<file path="config.mk">
export PLATFORM = sky130hd
export DESIGN_NAME = urv_pipe_ctrl
export DESIGN_NICKNAME = d
export VERILOG_FILES = /design/src/rtl/urv_defs.sv /design/src/rtl/urv_kill_shadow.sv /design/src/rtl/urv_pipe_ctrl.sv
export SDC_FILE = /design/constraint.sdc
export NUM_CORES = 1
export LEC_CHECK = 0
export BUFFER_PORTS_ARGS = -buffer_cell sky130_fd_sc_hd__buf_2
export CAP_MARGIN = 10
export CORE_MARGIN = 10
export CORE_UTILIZATION = 45
export DETAILED_ROUTE_END_ITERATION = 12
export GPL_TIMING_DRIVEN = 0
export PLACE_DENSITY = 0.78
export RECOVER_POWER = 25
export SYNTH_ARGS = -nofsm -noshare
export SYNTH_HDL_FRONTEND = slang
export SYNTH_HIERARCHICAL = 1
export SYNTH_SLANG_ARGS = --single-unit
</file>
<file path="constraint.sdc">
create_clock -name clk_i -period 4.13 [get_ports clk_i]
set_input_delay 0.413 -clock clk_i [delete_from_list [all_inputs] [get_ports clk_i]]
set_output_delay 0.413 -clock clk_i [all_outputs]
set_load 0.01 [all_outputs]
</file>
<file path="src/rtl/urv_defs.sv">
// uRV shared definitions: stage indices and pipeline-control FSM states.
package urv_defs;

  localparam int URV_STAGE_F = 0;
  localparam int URV_STAGE_D = 1;
  localparam int URV_STAGE_X = 2;
  localparam int URV_STAGE_W = 3;

  typedef enum logic [1:0] {
    URV_ST_RUN    = 2'd0,
    URV_ST_DRAIN  = 2'd1,
    URV_ST_HALTED = 2'd2
  } urv_state_e;

endpackage

</file>
<file path="src/rtl/urv_kill_shadow.sv">
// uRV kill shadow: stall-gated shift of branch/trap events
// and the per-stage kill OR-tree up to the resolving stage.
module urv_kill_shadow #(
  parameter int g_num_stages = 4,
  parameter int g_bra_stage  = 2
) (
  input  logic                    clk_i,
  input  logic                    rst_i,
  input  logic                    sh0_i,
  input  logic                    adv_i,
  output logic [g_num_stages-1:0] kill_o,
  output logic                    busy_o
);

  localparam int B = g_bra_stage;

  logic [B:0]   sh;
  logic [B-1:0] sh_q;
  logic [B-1:0] sh_d;

  assign sh     = {sh_q, sh0_i};
  assign busy_o = |sh;

  always_comb begin
    sh_d = sh_q;
    if (adv_i) sh_d = sh[B-1:0];
  end

  always_ff @(posedge clk_i) begin
    if (rst_i) sh_q <= '0;
    else       sh_q <= sh_d;
  end

  // stage k is killed while any event sits at depth 0..k
  always_comb begin
    logic acc;
    acc    = sh[0];
    kill_o = '0;
    for (int k = 1; k <= B; k++) begin
      acc       = acc | sh[k];
      kill_o[k] = acc;
    end
  end

endmodule

</file>
<file path="src/rtl/urv_pipe_ctrl.sv">
// uRV pipeline control: stall merge, kill shadow, halt/drain FSM
// and stall-cycle performance counter.
module urv_pipe_ctrl
  import urv_defs::*;
#(
  parameter int                    g_num_stages      = 4,
  parameter int                    g_bra_stage       = 2,
  parameter logic [g_num_stages-1:0] g_self_stall_mask = 4'b0100,
  parameter int                    g_perf_width      = 32
) (
  input  logic                    clk_i,
  input  logic                    rst_i,
  input  logic [g_num_stages-1:0] stall_req_i,
  input  logic [g_num_stages-1:0] stage_valid_i,
  input  logic                    branch_take_i,
  input  logic                    flush_i,
  input  logic                    halt_req_i,
  input  logic                    resume_i,
  output logic [g_num_stages-1:0] stall_o,
  output logic [g_num_stages-1:0] kill_o,
  output logic                    fetch_hold_o,
  output logic                    halted_o,
  output logic [g_perf_width-1:0] stall_cycles_o
);

  localparam int N = g_num_stages;

  urv_state_e            state_q, state_d;
  logic                  empty_q, empty_d;
  logic [g_perf_width-1:0] cnt_q, cnt_d;
  logic                  sh_busy;
  logic                  pipe_empty;

  // a stage stalls when any younger-side stage downstream requests
  always_comb begin
    logic above;
    above   = 1'b0;
    stall_o = '0;
    for (int k = N - 1; k >= 0; k--) begin
      stall_o[k] = above | (g_self_stall_mask[k] & stall_req_i[k]);
      above      = above | stall_req_i[k];
    end
  end

  urv_kill_shadow #(
    .g_num_stages (N),
    .g_bra_stage  (g_bra_stage)
  ) u_shadow (
    .clk_i  (clk_i),
    .rst_i  (rst_i),
    .sh0_i  (branch_take_i | flush_i),
    .adv_i  (!stall_o[g_bra_stage]),
    .kill_o (kill_o),
    .busy_o (sh_busy)
  );

  assign pipe_empty = (stage_valid_i == '0) && !sh_busy;

  always_comb begin
    state_d = state_q;
    empty_d = pipe_empty;
    cnt_d   = cnt_q;
    unique case (state_q)
      URV_ST_RUN:    if (halt_req_i) state_d = URV_ST_DRAIN;
      URV_ST_DRAIN:  if (pipe_empty && empty_q) state_d = URV_ST_HALTED;
      URV_ST_HALTED: if (resume_i) state_d = URV_ST_RUN;
      default:       state_d = URV_ST_RUN;
    endcase
    if (stall_o[URV_STAGE_F] && state_q != URV_ST_HALTED)
      cnt_d = cnt_q + g_perf_width'(1);
  end

  always_ff @(posedge clk_i) begin
    if (rst_i) begin
      state_q <= URV_ST_RUN;
      empty_q <= 1'b0;
      cnt_q   <= '0;
    end else begin
      state_q <= state_d;
      empty_q <= empty_d;
      cnt_q   <= cnt_d;
    end
  end

  assign fetch_hold_o   = state_q != URV_ST_RUN;
  assign halted_o       = state_q == URV_ST_HALTED;
  assign stall_cycles_o = cnt_q;

endmodule

</file>
; Word level (Yosys, flattened, before mapping)
; Cells that the tools add are included.
[totals]
register_bits = 37
in_bits = 14
output_inout_bits = 42
wordCells = 29
[classes]
n_addsub = 1
n_eq_ne = 6
n_mux = 4
bitwise_logic = 5
n_reduce_logical = 9
[ops]
columns = operator, count
row1 = $add A32 B1 Y32 const B, 1
row2 = $ne A2 B2 Y1 const B, 4
row3 = $mux W2, 3
row4 = $pmux W2 S3, 1
row5 = $or A1 B1 Y1, 5
row6 = $logic_not A4 Y1, 1
row7 = $logic_and A1 B1 Y1, 3
row8 = $reduce_and A3 Y1, 1
row9 = $reduce_or A3 Y1, 1
row10 = $eq A2 B1 Y1 const B, 1
row11 = $eq A2 B2 Y1 const B, 1
row12 = $logic_not A2 Y1, 1
row13 = $reduce_bool A2 Y1, 1
row14 = $logic_not A1 Y1, 1

; Depth between registers and ports, before layout
; Gate-level depths: netlist of the first run.
[logic_depth]
ltp_word = 7
mapped_depth = 8
depth_no_buf = 6

; Hierarchy
; Netlist of the first run, hierarchy kept.
[modules_own_cells]
columns = module, instances, cells_per_inst, area_each_um2
row1 = urv_pipe_ctrl, 1, 224, 1841.8
row2 = urv_kill_shadow, 1, 12, 106.4

; Least setup slack after synthesis of the first run
; OpenSTA, ideal clock, no wires.
[synth_timing]
kind = reg-to-reg
startpoint = register cnt_q[0] (netlist: stall_cycles_o[0])
endpoint = register cnt_q[16] (netlist: stall_cycles_o[16])
setup_time_ns = 0.070
arrival_ns = 1.772
required_ns = 4.060
slack_ns = 2.287
stages_incl_launch_ff = 6
cell_sequence = dfxtp_1 -> ha_1 -> nand2_1 -> or3_1 -> or4_1 -> a21oi_1
[synth_between]
elab_chain_len = 1
[synth_rtl]
columns = item, line
row1 = "start, declared", urv_pipe_ctrl.sv:30  ; logic [g_perf_width-1:0] cnt_q, cnt_d;
row2 = "start signal, assigned", urv_pipe_ctrl.sv:81  ; cnt_q <= cnt_d;
row3 = $add A32 B1 Y32, urv_pipe_ctrl.sv:70  ; cnt_d = cnt_q + g_perf_width'(1);
; Every way passes these cells.
; A chain may end at the register's enable or synchronous reset.

; Final worst setup path of the first run
[layout_timing]
startpoint = input stall_req_i[3]
endpoint = output stall_o[0]
[layout_between]
elab_chain_len = 2
[layout_rtl]
columns = item, line
row1 = "start, declared", urv_pipe_ctrl.sv:13  ; input logic [g_num_stages-1:0] stall_req_i,
row2 = $or A1 B1 Y1 (2 in a row), urv_pipe_ctrl.sv:41  ; above = above | stall_req_i[k];
row3 = "end, declared", urv_pipe_ctrl.sv:19  ; output logic [g_num_stages-1:0] stall_o,
; Every way passes these cells.

==> summary.md, run 1 <==
| Metric | Value |
|---|---|
| Status | `completed` |
| Die width | `85.8 µm` |
| Layout Skew | `0.00948 ns` |
| Post-synthesis sequential area ratio | `38.0%` |
| CP arrival | `1.75 ns` |
| DP Wirelength | `3920 µm` |
| CTS Hold Buffers Added | `0` |
| DRC errors left | `0` |
| Via/cell ratio | `5.62` |
| Synth unique cells | `38` |
| Die Y | `85.8 µm` |
| Switching Fraction | `21.8%` |
| Worst-path cell chain | `buf_2 > nor3_1 > inv_1 > buf_2` |
| Clk pwr share | `44.3%` |
| Max clock buf depth | `2` |
| Req. time, crit path | `3.72 ns` |
| IR drop worst, VDD | `0.000183 V` |
| Slew @ Worst Pin | `0.906 ns` |
| Hold Path Cell Cnt | `2` |
| Synth Area per Inst | `8.25 µm²` |
| Layout Nets | `310` |
| Warnings from Yosys | `6` |
| Cts repair resizes | `0` |
| Antenna Cells | `0` |
| Post-route setup TNS | `0 ns` |
| Cell Count, Final, Fillers Out | `346` |
| Clock root cell | `clkbuf_8` |
| Buf+Inv Stages, Crit Path | `3` |
| DP Cell Count | `338` |
| #FFs+latches synth | `37` |
| Initial antenna violation count | `0` |
| Final hold viol count | `0` |
| Initial DRT Pass Iterations | `4` |
| Final worst path period share | `52.4%` |
| Area of the core | `4090 µm²` |
| Starting Density | `47.7%` |
| Total GRT Usage | `13.9%` |
| Max transition margin | `39.2%` |
| Cell Area, Synth | `1950 µm²` |
| Via count | `1944` |
| Finished Cell Area | `2360 µm²` |
| TritonCTS clock tree | `done` |
| Clk_lat worst skew | `0.30 ns` |
| Gr ovfl total | `0` |
| CTS HTree Levels | `2` |
| Cell mode on critical path | `buf_2` |
| FF-to-FF path depth | `5` |
| Min cycle time layout | `2.17 ns` |
| # Max-Cap Violations | `0` |
| Comb pwr share | `6.1%` |
| Final Power | `0.739 mW` |
| Vias in the first global route | `1875` |
| Sw Pwr | `0.161 mW` |
| CTS clk-pin slew, worst paths | `0.06 ns` |
| Routed WL per cell | `14.9 µm` |
| Seq pwr share | `49.6%` |
| # setup viols final | `0` |
| R2r setup slk | `2.13 ns` |
| GP Congestion | `0.806` |
| FMAX | `462 MHz` |
| First-pass GRT wire length | `8550 µm` |
| DP Worst Slack | `1.88 ns` |
| Lkg Pwr | `0.853 nW` |
| Pwr dens | `313 nW/µm²` |
| Crit path kind | `primary input to output port` |
| Largest net degree at the start of global routing | `12` |
| CP max stage delay | `0.73 ns` |
| Worst Hold Class | `primary input to flop` |
| Die Area | `7360 µm²` |
| Worst Setup End Kind | `output port` |
| # rows | `23` |
| Internal power | `0.578 mW` |
| CP Max Fanout | `8` |
| Area delta synth->final | `21.3%` |
| Syn Inst Count | `236` |
| DR iter-0 viols | `134` |
| Post-synth top area share | `38.0%` |
| Leading post-synthesis cells by cell area | `dfxtp_1, mux2_2, nor2_1, a21oi_1, nand3_1` |
| Share of cells above drive strength 1 | `20.6%` |
| CP top delay family | `simple AND/OR/NAND/NOR gates` |
| PnR worst setup slack | `1.96 ns` |
| DP Area | `2270 µm²` |
| Routed WL | `5150 µm` |
| PortBufs | `51` |
| Final core occ | `57.8%` |
| Critical-path top delay cell | `nor3_1` |
| Crit path depth | `4` |
| CTS Buf Count | `5` |
| Pins Over Slew Limit | `0` |
| Cell taking the most area after synthesis | `dfxtp_1` |
| DRT antenna net count | `0` |
| CTS Sinks | `37` |
| RSZ-0062 raised after global routing | `no` |
| Ports | `56` |
| Hold slack | `0.392 ns` |
| Post-CTS Setup Inserts | `0` |
| Startpoint types | `primary input` |
cell type report:
| cell class | instances | area [µm²] |
|---|---|---|
| clock inverters | 1 | 30.0 |
| multi-input cells | 179 | 1100 |
| flip-flops and latches | 37 | 741 |
| well taps | 50 | 62.6 |
| fillers | 399 | 1720 |
| inverters | 5 | 21.3 |
| repair buffers | 51 | 233 |
| plain buffers | 16 | 88.8 |
| clock buffers | 7 | 86.3 |
state kept, by name, indices dropped and copies added (netlist names):
name	cells
state_q	2
u_shadow/sh_q	2
empty_q	1
stall_cycles_o	32
worst reg2reg max path: stages, from the launching register on:
cell	delay (ns)
dfxtp_1	0.45
and4_1	0.22
clkbuf_1	0.27
nand4_1	0.29
or4_1	0.53
a21oi_1	0.16
power groups by stage:
stage / clock network (mW) / registers (mW) / logic [mW]
finish: 0.327 / 0.366 / 0.0451
global route: 0.346 / 0.367 / 0.0515
CTS: 0.331 / 0.366 / 0.0466
detailed placement: 0 / 0.374 / 0.0463
global placement: 0 / 0.374 / 0.0454
floorplan: 0 / 0.375 / 0.0266
Yosys cell counts:
cell type,count
nor2_1,23
nor3_1,3
mux2i_1,2
o21ai_0,5
or3_1,8
o221a_2,1
and3_1,2
and4_1,6
xnor2_1,5
mux2_2,8
buf_1,2
nand4b_1,2
nand3_1,16
clkbuf_1,6
nor2b_1,8
buf_6,1
buf_2,2
and2_1,4
nand4bb_1,2
o31ai_1,8
nand2_1,17
or2_1,1
inv_4,1
inv_1,4
buf_4,5
nand4_1,7
o41ai_1,3
nor4b_1,1
nor4_1,11
o32a_1,1
xor2_1,2
ha_1,1
conb_1,2
or2_2,3
or4_1,8
nand2b_1,1
dfxtp_1,37
a21oi_1,17
final timing paths:
path,startpoint,to
min reg2reg,stall_cycles_o[1]$_SDFFE_PP0P_,stall_cycles_o[1]$_SDFFE_PP0P_
min,halt_req_i,state_q[0]$_SDFFE_PP0P_
max,stall_req_i[3],stall_o[0]
max reg2reg,stall_cycles_o[3]$_SDFFE_PP0P_,stall_cycles_o[14]$_SDFFE_PP0P_
layer usage:
metal / track usage (%) / vias to the layer above / routed length [µm]
met3: 4.82 / 8 / 396
met5: 0 / - / 0
li1: - / 975 / -
met2: 22.6 / 61 / 2350
met4: 6.74 / 0 / 93
met1: 15.9 / 900 / 2320
kinds of logic (layout without fill, tap and decap cells):
group	count (synthesis)	after routing	synth area share (%)
AO/OA/AOI/OAI	35	35	11.2
XOR/XNOR	7	7	3.15
buffers and inverters	21	80	5.65
other	2	3	0.386
adder cells (fa/ha/maj)	1	1	0.642
multiplexers	10	10	5.65
flip-flops	37	37	38.0
AND/OR/NAND/NOR	123	123	35.3
layout by cell type, fill, tap and decap left out, drive strengths merged, types with 2 or more instances in the layout:
cell / Yosys / routed
a21oi: 17 / 17
and2: 4 / 4
and3: 2 / 2
and4: 6 / 6
buf: 10 / 43
clkbuf: 6 / 31
conb: 2 / 3
dfxtp: 37 / 37
inv: 5 / 5
mux2: 8 / 8
mux2i: 2 / 2
nand2: 17 / 17
nand3: 16 / 16
nand4: 7 / 7
nand4b: 2 / 2
nand4bb: 2 / 2
nor2: 23 / 23
nor2b: 8 / 8
nor3: 3 / 3
nor4: 11 / 11
o21ai: 5 / 5
o31ai: 8 / 8
o41ai: 3 / 3
or2: 4 / 4
or3: 8 / 8
or4: 8 / 8
xnor2: 5 / 5
xor2: 2 / 2
No activity file was read; power rests on OpenSTA's default activity.
==> inputs of run 2 (changes only) <==
clock period = 2.2 ns   (was 4.13 ns; I/O delays follow)
==> run 2 against run 1 <==
Net effect:
- worst hold slack worse by 0.19 ns
- via count is 0.10% lower
- critical path type is now flop to flop
- die area unchanged
- largest power group unchanged
==> summary.md, run 2 (same netlist as run 1, synthesis figures left out) <==
| Metric | Value |
|---|---|
| DRT antenna net count | `0` |
| Post-CTS Setup Inserts | `0` |
| Final core occ | `57.8%` |
| Die Area | `7360 µm²` |
| Layout Nets | `310` |
| CTS Buf Count | `5` |
| Req. time, crit path | `2.42 ns` |
| Total GRT Usage | `13.9%` |
| Via/cell ratio | `5.61` |
| CP Max Fanout | `7` |
| DR iter-0 viols | `133` |
| CTS clk-pin slew, worst paths | `0.07 ns` |
| Share of cells above drive strength 1 | `20.6%` |
| GP Congestion | `0.806` |
| DP Worst Slack | `0.143 ns` |
| Lkg Pwr | `0.855 nW` |
| Layout Skew | `0.00948 ns` |
| Initial DRT Pass Iterations | `4` |
| Largest net degree at the start of global routing | `12` |
| Clock root cell | `clkbuf_8` |
| PortBufs | `51` |
| Hold Path Cell Cnt | `2` |
| CP max stage delay | `0.53 ns` |
| CTS Sinks | `37` |
| FF-to-FF path depth | `5` |
| Starting Density | `47.7%` |
| Die Y | `85.8 µm` |
| Initial antenna violation count | `0` |
| Routed WL | `5150 µm` |
| Vias in the first global route | `1875` |
| Gr ovfl total | `0` |
| Clk_lat worst skew | `0.30 ns` |
| Reg2reg end | `stall_cycles_o[14]$_SDFFE_PP0P_` |
| Worst-path cell chain | `and4_1 > clkbuf_1 > nand4_1 > or4_1 > a21oi_1` |
| Antenna Cells | `0` |
| DRC errors left | `0` |
| Most common cell after layout, fill and taps aside | `dfxtp_1` |
| R2r startpoint | `stall_cycles_o[3]$_SDFFE_PP0P_` |
| Max transition margin | `40.0%` |
| Pwr dens | `587 nW/µm²` |
| Worst Setup End Kind | `flop` |
| Max clock buf depth | `2` |
| CP arrival | `2.23 ns` |
| Status | `completed` |
| Hold slack | `0.199 ns` |
| Commonest cells after routing, fill and taps aside | `dfxtp_1, buf_2, clkbuf_1, nor2_1` |
| Area of the core | `4090 µm²` |
| Min cycle time layout | `2.01 ns` |
| Die width | `85.8 µm` |
| Largest register FFs | `32` |
| # setup viols final | `0` |
| Final hold viol count | `0` |
| # rows | `23` |
| PnR worst setup slack | `0.192 ns` |
| Register Area | `741 µm²` |
| Pins Over Slew Limit | `0` |
| HP Start | `halt_req_i` |
| CTS HTree Levels | `2` |
| Area occupied by multi-input gates | `1100 µm²` |
| Cts repair resizes | `0` |
| Crit path depth | `5` |
| Critical-path top delay cell | `or4_1` |
| Buf+Inv Stages, Crit Path | `1` |
| # fillers | `399` |
| Startpoint types | `flop` |
| First-pass GRT wire length | `8550 µm` |
| Slew @ Worst Pin | `0.893 ns` |
| Post-route setup TNS | `0 ns` |
| Area delta synth->final | `21.3%` |
| Routed WL per cell | `14.9 µm` |
| R2r setup slk | `0.19 ns` |
| # Max-Cap Violations | `0` |
| Worst Hold Class | `primary input to flop` |
| TritonCTS clock tree | `done` |
| Ports | `56` |
| CTS Hold Buffers Added | `0` |
| Crit path kind | `flop to flop` |
| DP Wirelength | `3920 µm` |
| Final worst path period share | `91.3%` |
| Via count | `1942` |
| Endpoint, Worst Hold | `state_q[0]$_SDFFE_PP0P_` |
| RSZ-0062 raised after global routing | `no` |
| CP top delay family | `simple AND/OR/NAND/NOR gates` |
| FMAX | `498 MHz` |
| Final Power | `1.39 mW` |
| IR drop worst, VDD | `0.000344 V` |
-- run 2: worst max-delay path by stage --
| stage | startpoint | to | slack [ns] |
|---|---|---|---|
| after floorplan | stall_cycles_o[0]$_SDFFE_PP0P_ | stall_cycles_o[16]$_SDFFE_PP0P_ | 0.36 |
| after global placement | stall_req_i[2] | stall_cycles_o[26]$_SDFFE_PP0P_ | 0.18 |
| after detailed placement | stall_req_i[2] | stall_cycles_o[26]$_SDFFE_PP0P_ | 0.14 |
| after CTS | stall_cycles_o[0]$_SDFFE_PP0P_ | stall_cycles_o[26]$_SDFFE_PP0P_ | 0.23 |
| after global routing | stall_cycles_o[0]$_SDFFE_PP0P_ | stall_cycles_o[26]$_SDFFE_PP0P_ | 0.07 |
| final | stall_cycles_o[3]$_SDFFE_PP0P_ | stall_cycles_o[14]$_SDFFE_PP0P_ | 0.19 |
-- run 2: area by class of cell --
type | count | share of cell area (%)
Buffer | 16 | 3.76
Timing Repair Buffer | 51 | 9.85
Clock inverter | 1 | 1.27
Clock buffer | 7 | 3.65
Inverter | 5 | 0.900
Multi-Input combinational cell | 179 | 46.6
Sequential cell | 37 | 31.3
Tap cell | 50 | 2.65
-- run 2: layer usage --
layer  track usage, %  wire length, µm  vias to the layer above
met2             22.6             2340                       61
met4             6.74               93                        0
li1                 -                -                      975
met5                0                0                        -
met1             15.9             2300                      898
met3             4.82              410                        8
-- run 2: stage by stage --
stage                     std cells  cell area, µm²
final                           346            2360
after global routing            346            2360
after CTS                       346            2390
after detailed placement        338            2270
after global placement          338            2270
after floorplan                 237            1950
-- run 2: worst reg2reg max path: stages, from the launching register on --
cell and delay [ns]:
dfxtp_1 0.45, and4_1 0.22, clkbuf_1 0.27, nand4_1 0.30
or4_1 0.53, a21oi_1 0.16
-- run 2: report_power, final --
part	switching (mW)	internal (mW)	leakage, nW
clock network	0.245	0.370	0.0585
registers	0.00916	0.678	0.299
logic	0.0479	0.0366	0.498
==> inputs of run 3 (changes only) <==
PLACE_DENSITY = 0.8   (was 0.78)
clock period = 1.64 ns   (was 2.2 ns; I/O delays follow)
==> run 3 against run 2 <==
Net effect:
- the run now ends with negative setup slack left
- non-clock buffer count is 19 higher
- sequential power up 34%
- final area increased by 22%
- count of clock-buffer cells in the layout is 1 higher
- sequential cell count unchanged
- first-iteration DRC count up 61%
- total power rose by 24%
- combinational power increased by 65%
- largest power group unchanged
- highest routed layer unchanged
==> summary.md, run 3 (same netlist as run 1, synthesis figures left out) <==
| Metric | Value |
|---|---|
| IR drop worst, VDD | `0.000398 V` |
| Routed WL | `6130 µm` |
| Initial DRT Pass Iterations | `4` |
| Worst Hold Class | `primary input to flop` |
| Total GRT Usage | `15.9%` |
| # fillers | `305` |
| CTS clk-pin slew, worst paths | `0.07 ns` |
| Clk_lat worst skew | `0.30 ns` |
| Layout Nets | `329` |
| Register Area | `778 µm²` |
| Sw Pwr | `0.408 mW` |
| # rows | `23` |
| Final worst path period share | `109%` |
| Area occupied by multi-input gates | `1390 µm²` |
| Internal power | `1.31 mW` |
| Largest net degree at the start of global routing | `12` |
| Antenna Cells | `0` |
| Req. time, crit path | `1.88 ns` |
| FMAX | `558 MHz` |
| GP Congestion | `0.790` |
| Violated checks | `negative setup slack` |
| DRC errors left | `0` |
| Layout Skew | `0.00822 ns` |
| Min cycle time layout | `1.79 ns` |
| Final hold viol count | `0` |
| Commonest cells after routing, fill and taps aside | `buf_2, buf_4, nor2_1, dfxtp_1, a21oi_1` |
| DP Wirelength | `3980 µm` |
| Worst Setup End Kind | `flop` |
| CP Max Fanout | `6` |
| Ports | `56` |
| Initial antenna violation count | `0` |
| Startpoint types | `flop` |
| Most common cell after layout, fill and taps aside | `buf_2` |
| Area delta synth->final | `47.5%` |
| Routed WL per cell | `16.8 µm` |
| Final Power | `1.72 mW` |
| PnR worst setup slack | `-0.154 ns` |
| DP Worst Slack | `-0.346 ns` |
| Die width | `85.8 µm` |
| Vias in the first global route | `2099` |
| Largest register FFs | `32` |
| Routed wl met3 | `552 µm` |
| First-pass GRT wire length | `9750 µm` |
| CTS HTree Levels | `2` |
| # setup viols final | `15` |
| Die Y | `85.8 µm` |
| Share of cells above drive strength 1 | `46.7%` |
| Slew @ Worst Pin | `0.547 ns` |
| Lkg Pwr | `1.17 nW` |
| DRT antenna net count | `0` |
| Top Metal Used | `met4` |
| M1 WL | `2530 µm` |
| Switching Fraction | `23.7%` |
| Area of the core | `4090 µm²` |
| Comb pwr share | `8.0%` |
| Status | `finished, violations left` |
| Pwr dens | `599 nW/µm²` |
| CTS Buf Count | `5` |
| # Max-Cap Violations | `0` |
| PortBufs | `51` |
| CTS Sinks | `37` |
| Die Area | `7360 µm²` |
| Via count | `2150` |
| Seq pwr share | `53.6%` |
| CP arrival | `2.03 ns` |
| DR iter-0 viols | `214` |
| Gr ovfl total | `0` |
| CTS Hold Buffers Added | `0` |
| Via/cell ratio | `5.89` |
| Crit path kind | `flop to flop` |
| RSZ-0062 raised after global routing | `yes` |
| Clock root cell | `clkbuf_8` |
| Max clock buf depth | `2` |
| Met2 WL | `2900 µm` |
| Starting Density | `47.7%` |
| Pins Over Slew Limit | `0` |
| Clk pwr share | `38.3%` |
| Max transition margin | `63.3%` |
| TritonCTS clock tree | `done` |
==> run 3: changes by cell type in the layout (fill, tap and decap cells not counted), sizes merged <==
cell    delta
bufinv     -1
buf       +37
clkbuf    -17
==> run 3: power groups by stage <==
| stage | sequential [mW] | clock [mW] | combinational [mW] |
|---|---|---|---|
| after floorplan | 0.950 | 0 | 0.0704 |
| after global placement | 0.948 | 0 | 0.118 |
| after detailed placement | 0.947 | 0 | 0.121 |
| after CTS | 0.925 | 0.672 | 0.137 |
| after global routing | 0.925 | 0.722 | 0.151 |
| final | 0.924 | 0.660 | 0.139 |
==> run 3: final cells by class <==
type,count,area share [%]
multi-input cells,179,48.4
inverters,5,0.827
repair buffers,73,15.4
plain buffers,13,3.00
well taps,50,2.18
flip-flops and latches,37,27.1
clock buffers,8,3.13
==> run 3: worst paths after layout <==
kind / end / from / cells after the start / slack (ns)
max: stall_cycles_o[19]$_SDFFE_PP0P_ / stall_cycles_o[5]$_SDFFE_PP0P_ / 4 / -0.15
min: u_shadow/sh_q[0]$_SDFFE_PP0P_ / rst_i / 2 / 0.15
max reg2reg: stall_cycles_o[19]$_SDFFE_PP0P_ / stall_cycles_o[5]$_SDFFE_PP0P_ / 4 / -0.15
min reg2reg: stall_cycles_o[23]$_SDFFE_PP0P_ / stall_cycles_o[23]$_SDFFE_PP0P_ / 2 / 0.50
==> run 3: repair_timing <==
| action | in CTS | in global routing |
|---|---|---|
| pin swaps | 16 | 11 |
| gates cloned | 1 | 0 |
| buffers inserted | 17 | 4 |
| gates resized for setup | 45 | 20 |
| endpoints found under the setup margin | 23 | 23 |
==> run 3: metal layers <==
| layer | up-vias | global-route usage (%) |
|---|---|---|
| met3 | 14 | 5.77 |
| met1 | 1019 | 17.6 |
| li1 | 1026 | - |
| met5 | - | 0 |
| met2 | 91 | 26.2 |
| met4 | 0 | 8.23 |
==> run 3: metrics by stage <==
| step | hold WS (ns) | util, % | cells | TNS [ns] | area [µm²] |
|---|---|---|---|---|---|
| after floorplan | 0.236 | - | 237 | -0.163 | 2030 |
| after global placement | 0.440 | 57.5 | 338 | -5.26 | 2350 |
| after detailed placement | 0.458 | 57.5 | 338 | -5.36 | 2350 |
| after CTS | 0.149 | 67.9 | 362 | -0.583 | 2780 |
| after global routing | 0.147 | 70.3 | 365 | -1.97 | 2870 |
| final | 0.151 | 70.3 | 365 | -0.860 | 2870 |
==> run 3: critical path: stages (launching register included) <==
cell     delay (ns)
dfxtp_2        0.34
nand4_1        0.21
or4_4          0.61
or4_1          0.44
a21oi_1        0.13
